**config.mk**
```make
export PLATFORM = sky130hd
export DESIGN_NAME = apb_rr_master_arbiter
export DESIGN_NICKNAME = d
export VERILOG_FILES = /design/src/rtl/apb_rr_master_arbiter_pkg.sv /design/src/rtl/apb_rr_master_arbiter_arb.sv /design/src/rtl/apb_rr_master_arbiter.sv
export SDC_FILE = /design/constraint.sdc
export NUM_CORES = 1
export LEC_CHECK = 0
export CAP_MARGIN = 5
export CELL_PAD_IN_SITES_DETAIL_PLACEMENT = 0
export CELL_PAD_IN_SITES_GLOBAL_PLACEMENT = 1
export CORE_UTILIZATION = 29
export CTS_CLUSTER_SIZE = 28
export DETAILED_ROUTE_END_ITERATION = 10
export GPL_ROUTABILITY_DRIVEN = 0
export MAX_ROUTING_LAYER = met4
export PLACE_DENSITY = 0.89
export SLEW_MARGIN = 10
export SYNTH_ARGS = -nofsm -noshare
export SYNTH_HDL_FRONTEND = slang
export SYNTH_SLANG_ARGS = --single-unit
```
**constraint.sdc**
```tcl
create_clock -name clk -period 3.7 [get_ports clk]
set_input_delay 0.74 -clock clk [delete_from_list [all_inputs] [get_ports clk]]
set_output_delay 0.74 -clock clk [all_outputs]
set_load 0.02 [all_outputs]
```
**src/rtl/apb_rr_master_arbiter_pkg.sv**
```systemverilog
// -----------------------------------------------------------------------------
// apb_rr_master_arbiter_pkg
//   Shared definitions for the round-robin APB master arbiter:
//   - APB transfer FSM state encoding (IDLE / SETUP / ACCESS)
//   - default APB widths and the constant pprot value
//   - helper that sizes the watchdog counter from the TIMEOUT parameter
// -----------------------------------------------------------------------------
package apb_rr_master_arbiter_pkg;

  typedef enum logic [1:0] {
    ST_IDLE   = 2'd0,
    ST_SETUP  = 2'd1,
    ST_ACCESS = 2'd2
  } apb_state_t;

  localparam int         APB_ADDR_W    = 32;
  localparam int         APB_DATA_W    = 32;
  localparam logic [2:0] PPROT_DEFAULT = 3'b000;

  // Width of a counter that must hold values 0..timeout (at least one bit).
  function automatic int wd_cnt_width(input int timeout);
    if (timeout < 2) begin
      return 1;
    end else begin
      return $clog2(timeout + 1);
    end
  endfunction

endpackage

```
**src/rtl/apb_rr_master_arbiter_arb.sv**
```systemverilog
// -----------------------------------------------------------------------------
// apb_rr_arbiter
//   Purely combinational round-robin picker. Searches req_valid starting at
//   rr_ptr and wrapping upward; the first set bit wins.
// Ports
//   req_valid  in   NUM_REQ  per-requester valid
//   rr_ptr     in   IDX_W    highest-priority requester for this search
//   grant_oh   out  NUM_REQ  one-hot grant (all zero when nothing valid)
//   grant_idx  out  IDX_W    index of the granted requester
//   grant_any  out  1        some requester is valid
// -----------------------------------------------------------------------------
module apb_rr_arbiter #(
  parameter int NUM_REQ = 2,
  parameter int IDX_W   = $clog2(NUM_REQ)
) (
  input  logic [NUM_REQ-1:0] req_valid,
  input  logic [IDX_W-1:0]   rr_ptr,
  output logic [NUM_REQ-1:0] grant_oh,
  output logic [IDX_W-1:0]   grant_idx,
  output logic               grant_any
);

  logic [IDX_W:0]   sum;
  logic [IDX_W-1:0] cand;

  // Rotating priority search; sum is one bit wider so the wrap is a single subtract.
  always_comb begin
    grant_oh  = '0;
    grant_idx = '0;
    grant_any = 1'b0;
    sum       = '0;
    cand      = '0;
    for (int i = 0; i < NUM_REQ; i++) begin
      sum = {1'b0, rr_ptr} + (IDX_W+1)'(i);
      if (sum >= (IDX_W+1)'(NUM_REQ)) begin
        sum = sum - (IDX_W+1)'(NUM_REQ);
      end else begin
        sum = sum;
      end
      cand = sum[IDX_W-1:0];
      if (!grant_any && req_valid[cand]) begin
        grant_any = 1'b1;
        grant_idx = cand;
      end else begin
        grant_any = grant_any;
      end
    end
    if (grant_any) begin
      grant_oh[grant_idx] = 1'b1;
    end else begin
      grant_oh = '0;
    end
  end

endmodule

```
**src/rtl/apb_rr_master_arbiter.sv**
```systemverilog
// -----------------------------------------------------------------------------
// apb_rr_master_arbiter
//   Shares one APB master port among NUM_REQ requesters. A round-robin pick in
//   IDLE accepts one command, which is run as a SETUP/ACCESS transfer; the
//   result comes back as a one-cycle rsp_valid pulse to the originator. A
//   watchdog ends ACCESS with an error if pready never arrives.
// Ports
//   clk, rst                        clock, synchronous active-high reset
//   req_valid/ready/write           per-requester handshake and direction
//   req_addr/wdata/strb             packed per-requester command fields
//   rsp_valid                       per-requester response pulse
//   rsp_rdata, rsp_err              shared response payload
//   psel, penable, pwrite, paddr,
//   pwdata, pstrb, pprot            APB master outputs
//   prdata, pready, pslverr         APB slave returns
// -----------------------------------------------------------------------------
module apb_rr_master_arbiter
  import apb_rr_master_arbiter_pkg::*;
#(
  parameter int NUM_REQ = 2,
  parameter int ADDR_W  = APB_ADDR_W,
  parameter int DATA_W  = APB_DATA_W,
  parameter int TIMEOUT = 255
) (
  input  logic                       clk,
  input  logic                       rst,
  input  logic [NUM_REQ-1:0]         req_valid,
  output logic [NUM_REQ-1:0]         req_ready,
  input  logic [NUM_REQ-1:0]         req_write,
  input  logic [NUM_REQ*ADDR_W-1:0]  req_addr,
  input  logic [NUM_REQ*DATA_W-1:0]  req_wdata,
  input  logic [NUM_REQ*DATA_W/8-1:0] req_strb,
  output logic [NUM_REQ-1:0]         rsp_valid,
  output logic [DATA_W-1:0]          rsp_rdata,
  output logic                       rsp_err,
  output logic                       psel,
  output logic                       penable,
  output logic                       pwrite,
  output logic [ADDR_W-1:0]          paddr,
  output logic [DATA_W-1:0]          pwdata,
  output logic [DATA_W/8-1:0]        pstrb,
  output logic [2:0]                 pprot,
  input  logic [DATA_W-1:0]          prdata,
  input  logic                       pready,
  input  logic                       pslverr
);

  localparam int STRB_W    = DATA_W / 8;
  localparam int IDX_W     = $clog2(NUM_REQ);
  localparam int CNT_W     = wd_cnt_width(TIMEOUT);
  localparam int TO_LAST_I = (TIMEOUT > 0) ? TIMEOUT - 1 : 0;
  localparam logic [CNT_W-1:0] TO_LAST = CNT_W'(TO_LAST_I);
  localparam logic             WD_EN   = (TIMEOUT > 0) ? 1'b1 : 1'b0;

  apb_state_t         state;
  apb_state_t         state_next;
  logic [IDX_W-1:0]   rr_ptr;
  logic [IDX_W-1:0]   owner;
  logic [IDX_W-1:0]   grant_idx;
  logic [NUM_REQ-1:0] grant_oh;
  logic               grant_any;
  logic [CNT_W-1:0]   wd_cnt;
  logic               accept;
  logic               finish;
  logic               timed_out;

  apb_rr_arbiter #(
    .NUM_REQ (NUM_REQ),
    .IDX_W   (IDX_W)
  ) u_arb (
    .req_valid (req_valid),
    .rr_ptr    (rr_ptr),
    .grant_oh  (grant_oh),
    .grant_idx (grant_idx),
    .grant_any (grant_any)
  );

  // FSM state register.
  always_ff @(posedge clk) begin
    if (rst) begin
      state <= ST_IDLE;
    end else begin
      state <= state_next;
    end
  end

  // Next-state logic; accept/finish/timed_out qualify the datapath updates.
  always_comb begin
    state_next = state;
    accept     = 1'b0;
    finish     = 1'b0;
    timed_out  = 1'b0;
    case (state)
      ST_IDLE: begin
        if (grant_any) begin
          accept     = 1'b1;
          state_next = ST_SETUP;
        end else begin
          state_next = ST_IDLE;
        end
      end
      ST_SETUP: begin
        state_next = ST_ACCESS;
      end
      ST_ACCESS: begin
        if (pready) begin
          finish     = 1'b1;
          state_next = ST_IDLE;
        end else if (WD_EN && (wd_cnt == TO_LAST)) begin
          // This is the TIMEOUT-th stalled ACCESS cycle.
          finish     = 1'b1;
          timed_out  = 1'b1;
          state_next = ST_IDLE;
        end else begin
          state_next = ST_ACCESS;
        end
      end
      default: begin
        state_next = ST_IDLE;
      end
    endcase
  end

  // Ready is only offered to the granted requester during IDLE.
  always_comb begin
    if (accept) begin
      req_ready = grant_oh;
    end else begin
      req_ready = '0;
    end
  end

  assign psel    = (state != ST_IDLE);
  assign penable = (state == ST_ACCESS);
  assign pprot   = PPROT_DEFAULT;

  // Command latch and round-robin pointer; APB fields hold while idle.
  always_ff @(posedge clk) begin
    if (rst) begin
      pwrite <= 1'b0;
      paddr  <= '0;
      pwdata <= '0;
      pstrb  <= '0;
      owner  <= '0;
      rr_ptr <= '0;
    end else if (accept) begin
      pwrite <= req_write[grant_idx];
      paddr  <= req_addr[grant_idx*ADDR_W +: ADDR_W];
      pwdata <= req_wdata[grant_idx*DATA_W +: DATA_W];
      pstrb  <= req_strb[grant_idx*STRB_W +: STRB_W];
      owner  <= grant_idx;
      rr_ptr <= (grant_idx == IDX_W'(NUM_REQ - 1)) ? '0 : grant_idx + IDX_W'(1);
    end else begin
      pwrite <= pwrite;
      paddr  <= paddr;
      pwdata <= pwdata;
      pstrb  <= pstrb;
      owner  <= owner;
      rr_ptr <= rr_ptr;
    end
  end

  // Watchdog: counts stalled ACCESS cycles, cleared when a command enters SETUP.
  always_ff @(posedge clk) begin
    if (rst) begin
      wd_cnt <= '0;
    end else if (accept) begin
      wd_cnt <= '0;
    end else if ((state == ST_ACCESS) && !pready && !finish) begin
      wd_cnt <= wd_cnt + CNT_W'(1);
    end else begin
      wd_cnt <= wd_cnt;
    end
  end

  // Response registers: one-cycle pulse to the owner, payload held until next end.
  always_ff @(posedge clk) begin
    if (rst) begin
      rsp_valid <= '0;
      rsp_rdata <= '0;
      rsp_err   <= 1'b0;
    end else if (finish) begin
      rsp_valid <= {{(NUM_REQ-1){1'b0}}, 1'b1} << owner;
      rsp_rdata <= (timed_out || pwrite) ? '0 : prdata;
      rsp_err   <= timed_out ? 1'b1 : pslverr;
    end else begin
      rsp_valid <= '0;
      rsp_rdata <= rsp_rdata;
      rsp_err   <= rsp_err;
    end
  end

endmodule
```
==> results of run 1 <==
[report_power, final]
part	internal, uW	total [uW]	switching [uW]
logic	437	880	442
clock network	1110	1690	578
registers	1360	1420	65.0
[registers in the layout, indices dropped and copies added, names as in the netlist]
signal     count
paddr         32
rsp_rdata     32
owner          1
state          2
rr_ptr         1
pwdata        32
rsp_valid      2
wd_cnt         8
pstrb          4
pwrite         1
rsp_err        1
[layout make-up]
class,count,share of cell area [%]
sequential,116,25.9
antenna,1,0.0280
tap,229,3.20
timing repair buffer,297,32.9
multi-input combinational,320,24.4
clock inverter,9,1.41
inverter,162,6.81
clock buffer,23,5.34
[per-stage QoR]
stage	instance area (um^2)	power (uW)	hold WS, ns
after global placement	8340	2320	0.413
final	8950	3990	0.424
after CTS	8950	4030	0.426
after detailed placement	8340	2330	0.420
after global routing	8950	4180	0.445
after floorplan	5370	1850	0.401
[routing by layer]
layer  global-route usage, %  vias up  wire length [um]
met5                       -        -                 0
met4                    7.79        0               421
met3                    5.92       27              1510
met2                    33.6      197              9380
met1                    22.7     2690              7800
li1                        -     2853                 -
[worst max path at each step]
stage                  from           end  slack (ns)
2_1_floorplan  req_valid[1]  req_ready[0]        1.39
3_3_place_gp   req_valid[1]  req_ready[0]        0.71
3_5_place_dp   req_valid[1]  req_ready[0]        0.71
4_1_cts        req_valid[1]  req_ready[0]        0.70
5_1_grt        req_valid[1]  req_ready[0]        0.65
6_report       req_valid[1]  req_ready[1]        0.71
[cells in the mapped netlist, drive strengths merged, types with 2 or more instances]
master / n / area (um^2)
and2: 3 / 18.8
clkbuf: 37 / 139
nor3b: 3 / 32.5
a31oi: 10 / 62.6
buf: 27 / 148
nor4: 3 / 18.8
and4: 2 / 17.5
nand2b: 3 / 18.8
o211ai: 40 / 300
nand4: 71 / 444
o221ai: 60 / 526
nand3: 74 / 370
inv: 162 / 608
nor2: 4 / 20.0
mux2i: 4 / 40.0
a21oi: 4 / 20.0
nor2b: 2 / 12.5
ha: 2 / 25.0
o21ai: 13 / 65.1
dfxtp: 116 / 2320
and3: 4 / 25.0
a211oi: 5 / 42.5
[critical path: cells and delay by family]
family                 cells  cell delay [ns]
buffers and inverters      3             1.35
AND/OR/NAND/NOR            1             0.17
[cells by family (layout without fill, tap and decap cells)]
family                     Yosys count  after routing
muxes                                4              4
AOI/OAI and AO/OA                  138            138
and+or+nand+nor                    173            173
other                                1              4
adders and majority gates            2              2
buffers and inverters              226            491
DFF                                116            116
==> impl_metrics.json, run 1 <==
{
  "fp.dieH_um": 138,
  "startpoint_type": "input port",
  "yosys_warnings": 0,
  "yosys.area_share.simple_pct": 18.7,
  "clockRootBuffer": "clkbuf_16",
  "dp_hpwl_mm": 12.6,
  "dieArea_um2": 19000,
  "arrival_ns": 2.25,
  "hp-class": "register to register",
  "synth_edf_count": 0,
  "die_w_um": 138,
  "grt_max_degree": 70,
  "synth_top_family_by_area": "compound AO/OA/AOI/OAI gates",
  "dr.pass1.iters": 6,
  "grt_pass1_wl_mm": 28.5,
  "crit_fanout": 12,
  "viasPerCell": 4.98,
  "fin_skew_ns": 0.0115,
  "synthesis.area_um2": 5360,
  "fin_util_pct": 49.7,
  "wl_mm": 19.1,
  "worst_slew_pin_slew_ns": 0.768,
  "num-nets-final": 1092,
  "core_area_um2": 18000,
  "final-seq-area_um2": 2320,
  "synthArstFlopShare_pct": 0,
  "synth_adder_area_share_pct": 0.467,
  "synth_cell_types": 41,
  "holdPathStages": 1,
  "first_iter_violations": 311,
  "fmax_mhz": 334,
  "synth.ff_latch_count": 116,
  "cts_tree": "done",
  "hold_start": "owner",
  "cp_slowest_stage_delay_ns": 0.60,
  "layout_commonest_cell": "clkdlybuf4s50_1",
  "synth-seq-area-share_pct": 43.3,
  "layout_setup_ws_ns": 0.709,
  "rsz0062_at_grt": "no",
  "post-cts-setup-buffers": 0,
  "track_usage_pct": 20.2,
  "placement.setup.worst_slack_ns": 0.708,
  "antenna_found_initial": 1,
  "routedWlPerCell_um": 16.5,
  "hold_buffers": 0,
  "finalCritPeriodShare_pct": 80.8,
  "cp_cell_sequence": "clkdlybuf4s50_1, buf_4, and3_1, clkdlybuf4s50_1",
  "setup_tns_ns": 0,
  "rr_startpoint": "state[0]",
  "dp_cells": 1124,
  "clkLatencyLatePin_ns": 0.41,
  "drcViolationCount": 0,
  "p_leak_uw": 0.00332,
  "cp.required_ns": 2.96,
  "drive_gt1_share_pct": 5.83,
  "num_rows": 49,
  "htreeDepth": 4,
  "outcome": "finished clean",
  "synth.area.mux_share_pct": 0.747,
  "avgSynthCellArea_um2": 8.12,
  "antenna_left": 0,
  "setup_violations": 0,
  "cts_resized": 0,
  "ys.flop_type": "dfxtp_1",
  "synthesis.instances": 660,
  "r2r-end": "paddr[19]",
  "cts.sinks": 116,
  "end_kind": "output pin",
  "slew_headroom_pct": 48.8,
  "max-vdd-ir-drop_mv": 0.316,
  "powerDensity_nw_per_um2": 445,
  "crit_type": "input port to output pin",
  "synth_xor_area_share_pct": 0,
  "fillers": 1738,
  "mostFrequentLayoutCells": "282 x clkdlybuf4s50_1, 160 x inv_1, 116 x dfxtp_1, 74 x nand3_1, 71 x nand4_1",
  "worstRegToRegCells": 6,
  "cap_violations": 0,
  "cpMaxStageDelayCell": "clkdlybuf4s50_1",
  "final_cells": 1157,
  "overflow": 0,
  "r2r_slack_ns": 1.52,
  "cts_buffer_depth": 2,
  "hold_viol_final": 0,
  "start_util_pct": 29.7,
  "period_needed_ns": 2.99,
  "slew_violations": 0,
  "syn2layout_area_growth_pct": 67.0,
  "grt_pass1_vias": 5488,
  "num_vias": 5767,
  "port_buffers": 283,
  "hold_path_end": "rsp_valid[0]",
  "clk_pin_slew_ns": 0.05,
  "top_level_ports": 287,
  "cts_inserted_buffers": 17,
  "crit_top_cell": "clkdlybuf4s50_1",
  "synth-compound-area-share_pct": 19.9,
  "multi_input_area_um2": 2180
}
Note: power is estimated with default switching activity, not from simulation.
==> run 2: changes to the inputs <==
--- a/config.mk
+++ b/config.mk
@@ -8,12 +8,12 @@
 export CAP_MARGIN = 5
 export CELL_PAD_IN_SITES_DETAIL_PLACEMENT = 0
 export CELL_PAD_IN_SITES_GLOBAL_PLACEMENT = 1
-export CORE_UTILIZATION = 29
+export CORE_UTILIZATION = 27
 export CTS_CLUSTER_SIZE = 28
 export DETAILED_ROUTE_END_ITERATION = 10
 export GPL_ROUTABILITY_DRIVEN = 0
 export MAX_ROUTING_LAYER = met4
-export PLACE_DENSITY = 0.89
+export PLACE_DENSITY = 0.84
 export SLEW_MARGIN = 10
 export SYNTH_ARGS = -nofsm -noshare
 export SYNTH_HDL_FRONTEND = slang
==> constraint.sdc (replaced) <==
create_clock -name clk -period 3 [get_ports clk]
set_input_delay 0.6 -clock clk [delete_from_list [all_inputs] [get_ports clk]]
set_output_delay 0.6 -clock clk [all_outputs]
set_load 0.02 [all_outputs]
==> impl_metrics.json, run 2 (synthesis results as in run 1) <==
{
  "outcome": "finished clean",
  "grt_pass1_wl_mm": 28.6,
  "clockRootBuffer": "clkbuf_16",
  "first_iter_violations": 276,
  "cts_inserted_buffers": 17,
  "htreeDepth": 4,
  "port_buffers": 283,
  "overflow": 0,
  "cts_resized": 0,
  "grt_pass1_vias": 5297,
  "top_usage_layer": "met2",
  "cts_tree": "done",
  "hp-class": "register to register",
  "viasPerCell": 4.87,
  "clkLatencyLatePin_ns": 0.41,
  "crit_fanout": 2,
  "dieArea_um2": 20400,
  "cts_buffer_depth": 2,
  "hold_buffers": 0,
  "cap_violations": 0,
  "hold_viol_final": 0,
  "cp_slowest_stage_delay_ns": 0.60,
  "crit_top_cell": "clkdlybuf4s50_1",
  "cp.required_ns": 2.40,
  "use_met1_pct": 22.0,
  "met2_usage_pct": 30.6,
  "dp_hpwl_mm": 12.7,
  "top_regs": "paddr: 32 flops, pwdata: 32 flops, rsp_rdata: 32 flops",
  "track_usage_pct": 18.8,
  "syn2layout_area_growth_pct": 68.4,
  "end_kind": "output pin",
  "slew_violations": 0,
  "slew_headroom_pct": 46.2,
  "antenna_left": 0,
  "core_area_um2": 19500,
  "crit_type": "input port to output pin",
  "finalCritPeriodShare_pct": 90.0,
  "cts.sinks": 116,
  "post-cts-setup-buffers": 0,
  "startpoint_type": "input port",
  "fin_skew_ns": 0.0102,
  "worst_slew_pin_slew_ns": 0.807,
  "mostFrequentLayoutCells": "282 x clkdlybuf4s50_1, 160 x inv_1, 116 x dfxtp_1, 74 x nand3_1, 71 x nand4_1",
  "wl_mm": 19.3,
  "drcViolationCount": 0,
  "cp_cell_sequence": "clkdlybuf4s50_1, a211oi_4, and2_1, clkdlybuf4s50_1",
  "setup_violations": 0,
  "fp.dieH_um": 143,
  "routedWlPerCell_um": 16.2,
  "setup_tns_ns": 0,
  "dr.pass1.iters": 5,
  "num_rows": 51,
  "max-vdd-ir-drop_mv": 0.326,
  "fillers": 1879,
  "drive_gt1_share_pct": 6.03,
  "grt_use_met3_pct": 5.60,
  "top_level_ports": 287,
  "die_w_um": 143,
  "fin_util_pct": 46.4,
  "period_needed_ns": 2.70,
  "cpMaxStageDelayCell": "clkdlybuf4s50_1",
  "powerDensity_nw_per_um2": 544,
  "antenna_found_initial": 1,
  "rsz0062_at_grt": "no",
  "num_vias": 5809,
  "start_util_pct": 27.5,
  "clk_pin_slew_ns": 0.05,
  "p_leak_uw": 0.00333,
  "arrival_ns": 2.10,
  "fmax_mhz": 370,
  "num-nets-final": 1094,
  "grt_max_degree": 81,
  "layout_commonest_cell": "clkdlybuf4s50_1"
}
## run 2: routing by layer
layer | vias to the layer above | wire (um)
met3 | 18 | 1360
met1 | 2721 | 8380
li1 | 2868 | -
met5 | - | 0
met2 | 202 | 9270
met4 | 0 | 301
## run 2: layout make-up
cell class | instances | area [um^2] | share of cell area [%]
diodes | 1 | 2.50 | 0.0277
clock buffers | 21 | 460 | 5.10
clock inverters | 10 | 131 | 1.46
inverters | 162 | 609 | 6.75
multi-input cells | 320 | 2180 | 24.2
flip-flops and latches | 116 | 2320 | 25.7
well taps | 265 | 332 | 3.67
repair buffers | 299 | 2990 | 33.1
## run 2: final timing paths
| path | startpoint | end | slack (ns) | cells past startpoint |
|---|---|---|---|---|
| setup / recovery | req_valid[1] | req_ready[0] | 0.30 | 4 |
| hold / removal | owner | rsp_valid[0] | 0.43 | 1 |
| setup reg to reg | state[0] | paddr[16] | 0.98 | 7 |
| hold reg to reg | owner | rsp_valid[0] | 0.43 | 1 |
## run 2: through the flow
step                      instance area (um^2)  hold slack [ns]  total power (uW)  setup WS (ns)  std cells
after global placement                    8430            0.414              2880          0.301       1162
after floorplan                           5370            0.401              2280          0.973        662
after CTS                                 9020            0.429              4970          0.296       1193
after detailed placement                  8430            0.423              2890          0.309       1162
after global routing                      9020            0.448              5120          0.228       1194
final                                     9020            0.425              4900          0.300       1194
## run 2: where the power goes
part / internal (uW) / switching, uW
clock: 1340 / 716
sequential: 1670 / 76.6
combinational: 547 / 554
total: 3560 / 1350
## run 2: worst max-delay path: cells and delay by family
family,cells,cell delay [ns]
buf+inv,2,1.06
compound gates,1,0.26
simple gates,1,0.17
==> run 3: changes to the inputs <==
--- a/config.mk
+++ b/config.mk
@@ -5,10 +5,11 @@
 export SDC_FILE = /design/constraint.sdc
 export NUM_CORES = 1
 export LEC_CHECK = 0
+export ABC_AREA = 1
 export CAP_MARGIN = 5
 export CELL_PAD_IN_SITES_DETAIL_PLACEMENT = 0
 export CELL_PAD_IN_SITES_GLOBAL_PLACEMENT = 1
-export CORE_UTILIZATION = 27
+export CORE_UTILIZATION = 25
 export CTS_CLUSTER_SIZE = 28
 export DETAILED_ROUTE_END_ITERATION = 10
 export GPL_ROUTABILITY_DRIVEN = 0
==> impl_metrics.json, run 3 <==
{
  "outcome": "finished clean",
  "slew_headroom_pct": 32.0,
  "mostFrequentLayoutCells": "282 x clkdlybuf4s50_1, 248 x nand2_1, 130 x nand3_1, 116 x dfxtp_1, 40 x a21oi_1",
  "die_w_um": 141,
  "arrival_ns": 2.15,
  "dr.pass1.iters": 4,
  "synth-seq-area-share_pct": 48.3,
  "max-vdd-ir-drop_mv": 0.354,
  "htreeDepth": 4,
  "ys.flop_type": "dfxtp_1",
  "grt_max_degree": 37,
  "synthesis.instances": 668,
  "yosysTopAreaCellShare_pct": 48.3,
  "setup_violations": 0,
  "crit_type": "input port to output pin",
  "viasPerCell": 4.54,
  "synth_edf_count": 0,
  "yosys_warnings": 0,
  "multi_input_area_um2": 2200,
  "path_buf_inv": 3,
  "yosysMostFrequentCell": "nand2_1",
  "clk_pin_slew_ns": 0.05,
  "cpMaxStageDelayCell": "clkdlybuf4s50_1",
  "antenna_found_initial": 3,
  "rsz0062_at_grt": "no",
  "synthTopCellsByArea": "dfxtp_1 48%, nand2_1 19%, nand3_1 14%, a21oi_1 4.2%, nand4_1 4.2%",
  "fillers": 1881,
  "clockRootBuffer": "clkbuf_16",
  "synth_top_area_cell": "dfxtp_1",
  "whs_ns": 0.409,
  "cp_cell_sequence": "clkdlybuf4s50_1, nand2_1, nand2_2, inv_1, nor2_1, clkdlybuf4s50_1",
  "top_level_ports": 287,
  "first_iter_violations": 219,
  "hold_viol_final": 0,
  "drive_gt1_share_pct": 6.28,
  "cts_tree": "done",
  "cts_resized": 0,
  "start_util_pct": 25.6,
  "antenna_left": 0,
  "grt_pass1_wl_mm": 27.1,
  "cp_top_family": "buffers and inverters",
  "layout_commonest_cell": "clkdlybuf4s50_1",
  "wl_mm": 17.3,
  "routedWlPerCell_um": 14.5,
  "synthesis.area_um2": 4800,
  "end_kind": "output pin",
  "cp.required_ns": 2.40,
  "fmax_mhz": 364,
  "dieArea_um2": 19800,
  "crit_fanout": 5,
  "finalCritPeriodShare_pct": 91.7,
  "powerDensity_nw_per_um2": 597,
  "stdcell_area_um2": 8570,
  "fp.dieH_um": 141,
  "hp-class": "register to register",
  "overflow": 0,
  "num-nets-final": 1121,
  "worst_slew_pin_slew_ns": 1.02,
  "port_buffers": 283,
  "synth_cell_types": 25,
  "num_vias": 5413,
  "cts.sinks": 116,
  "fin_util_pct": 45.7,
  "dp_hpwl_mm": 12.1,
  "crit_top_cell": "clkdlybuf4s50_1",
  "dpl_cell_area_um2": 7870,
  "synth.ff_latch_count": 116,
  "core_area_um2": 18800,
  "startpoint_type": "input port",
  "post-cts-setup-buffers": 0,
  "p_leak_uw": 0.00341,
  "final-seq-area_um2": 2320,
  "setup_tns_ns": 0,
  "period_needed_ns": 2.75,
  "cts_inserted_buffers": 17,
  "num_rows": 50,
  "synthArstFlopShare_pct": 0,
  "track_usage_pct": 18.4,
  "synth_commonest_cells": "248 x nand2_1, 130 x nand3_1, 116 x dfxtp_1",
  "avgSynthCellArea_um2": 7.19,
  "fin_skew_ns": 0.0111,
  "drcViolationCount": 0,
  "clkLatencyLatePin_ns": 0.41,
  "hold_buffers": 0,
  "slew_violations": 0,
  "syn2layout_area_growth_pct": 78.5,
  "cap_violations": 0,
  "grt_pass1_vias": 5203,
  "top_regs": "paddr: 32 flops, pwdata: 32 flops, rsp_rdata: 32 flops",
  "cp_slowest_stage_delay_ns": 0.69,
  "cts_buffer_depth": 2
}
-- run 3: cell types whose count changed after synthesis, sizes merged, moves of 37 or more --
cell,change
nand3,+56
o211ai,-40
inv,-138
nand4,-39
o221ai,-60
a21oi,+37
nand2,+248
-- run 3: per-layer routing --
metal / share of wire [%] / global-route usage (%)
met1: 42 / 20.8
met2: 49 / 30.5
met3: 7.0 / 5.67
met4: 1.8 / 7.04
met5: 0 / -
-- run 3: cell type report --
class / instances / area share (%)
flip-flops and latches: 116 / 27.1
inverters: 25 / 1.09
diodes: 3 / 0.0876
clock buffers: 20 / 5.44
repair buffers: 300 / 34.6
multi-input cells: 483 / 25.6
clock inverters: 12 / 2.63
well taps: 234 / 3.42
-- run 3: worst register-to-register path: cells and delay by family, from the launching register on --
kind | cells | cell delay [ns]
AOI/OAI and AO/OA | 1 | 0.06
buffers and inverters | 3 | 0.78
DFF | 1 | 0.32
and+or+nand+nor | 3 | 0.64
-- run 3: final timing paths --
kind	slack, ns	startpoint	to	cells after the start
hold reg to reg	0.41	owner	rsp_valid[0]	1
setup reg to reg	1.09	state[1]	rsp_rdata[14]	7
setup / recovery	0.25	req_valid[0]	req_ready[0]	6
hold / removal	0.41	owner	rsp_valid[0]	1
-- run 3: power by group --
group	switching (uW)	total [uW]	internal (uW)	leakage, uW
Clock	748	2380	1630	0.000340
Sequential	66.6	1730	1670	0.000950
Combinational	502	1010	505	0.00212
-- run 3: logic make-up after synthesis --
kind of cell    synth area share (%)
other cells                   0.0781
compound gates                  4.95
buf+inv                         6.33
simple gates                    39.4
flops                           48.3
fa+ha+maj                      0.521
xor+xnor                       0.365
-- run 3: metrics by stage --
stage / power [uW] / cells / setup WS [ns]
6_report: 5120 / 1193 / 0.250
4_1_cts: 5190 / 1190 / 0.246
3_5_place_dp: 2780 / 1158 / 0.258
5_1_grt: 5360 / 1193 / 0.132
2_1_floorplan: 2190 / 670 / 1.10
3_3_place_gp: 2780 / 1158 / 0.252
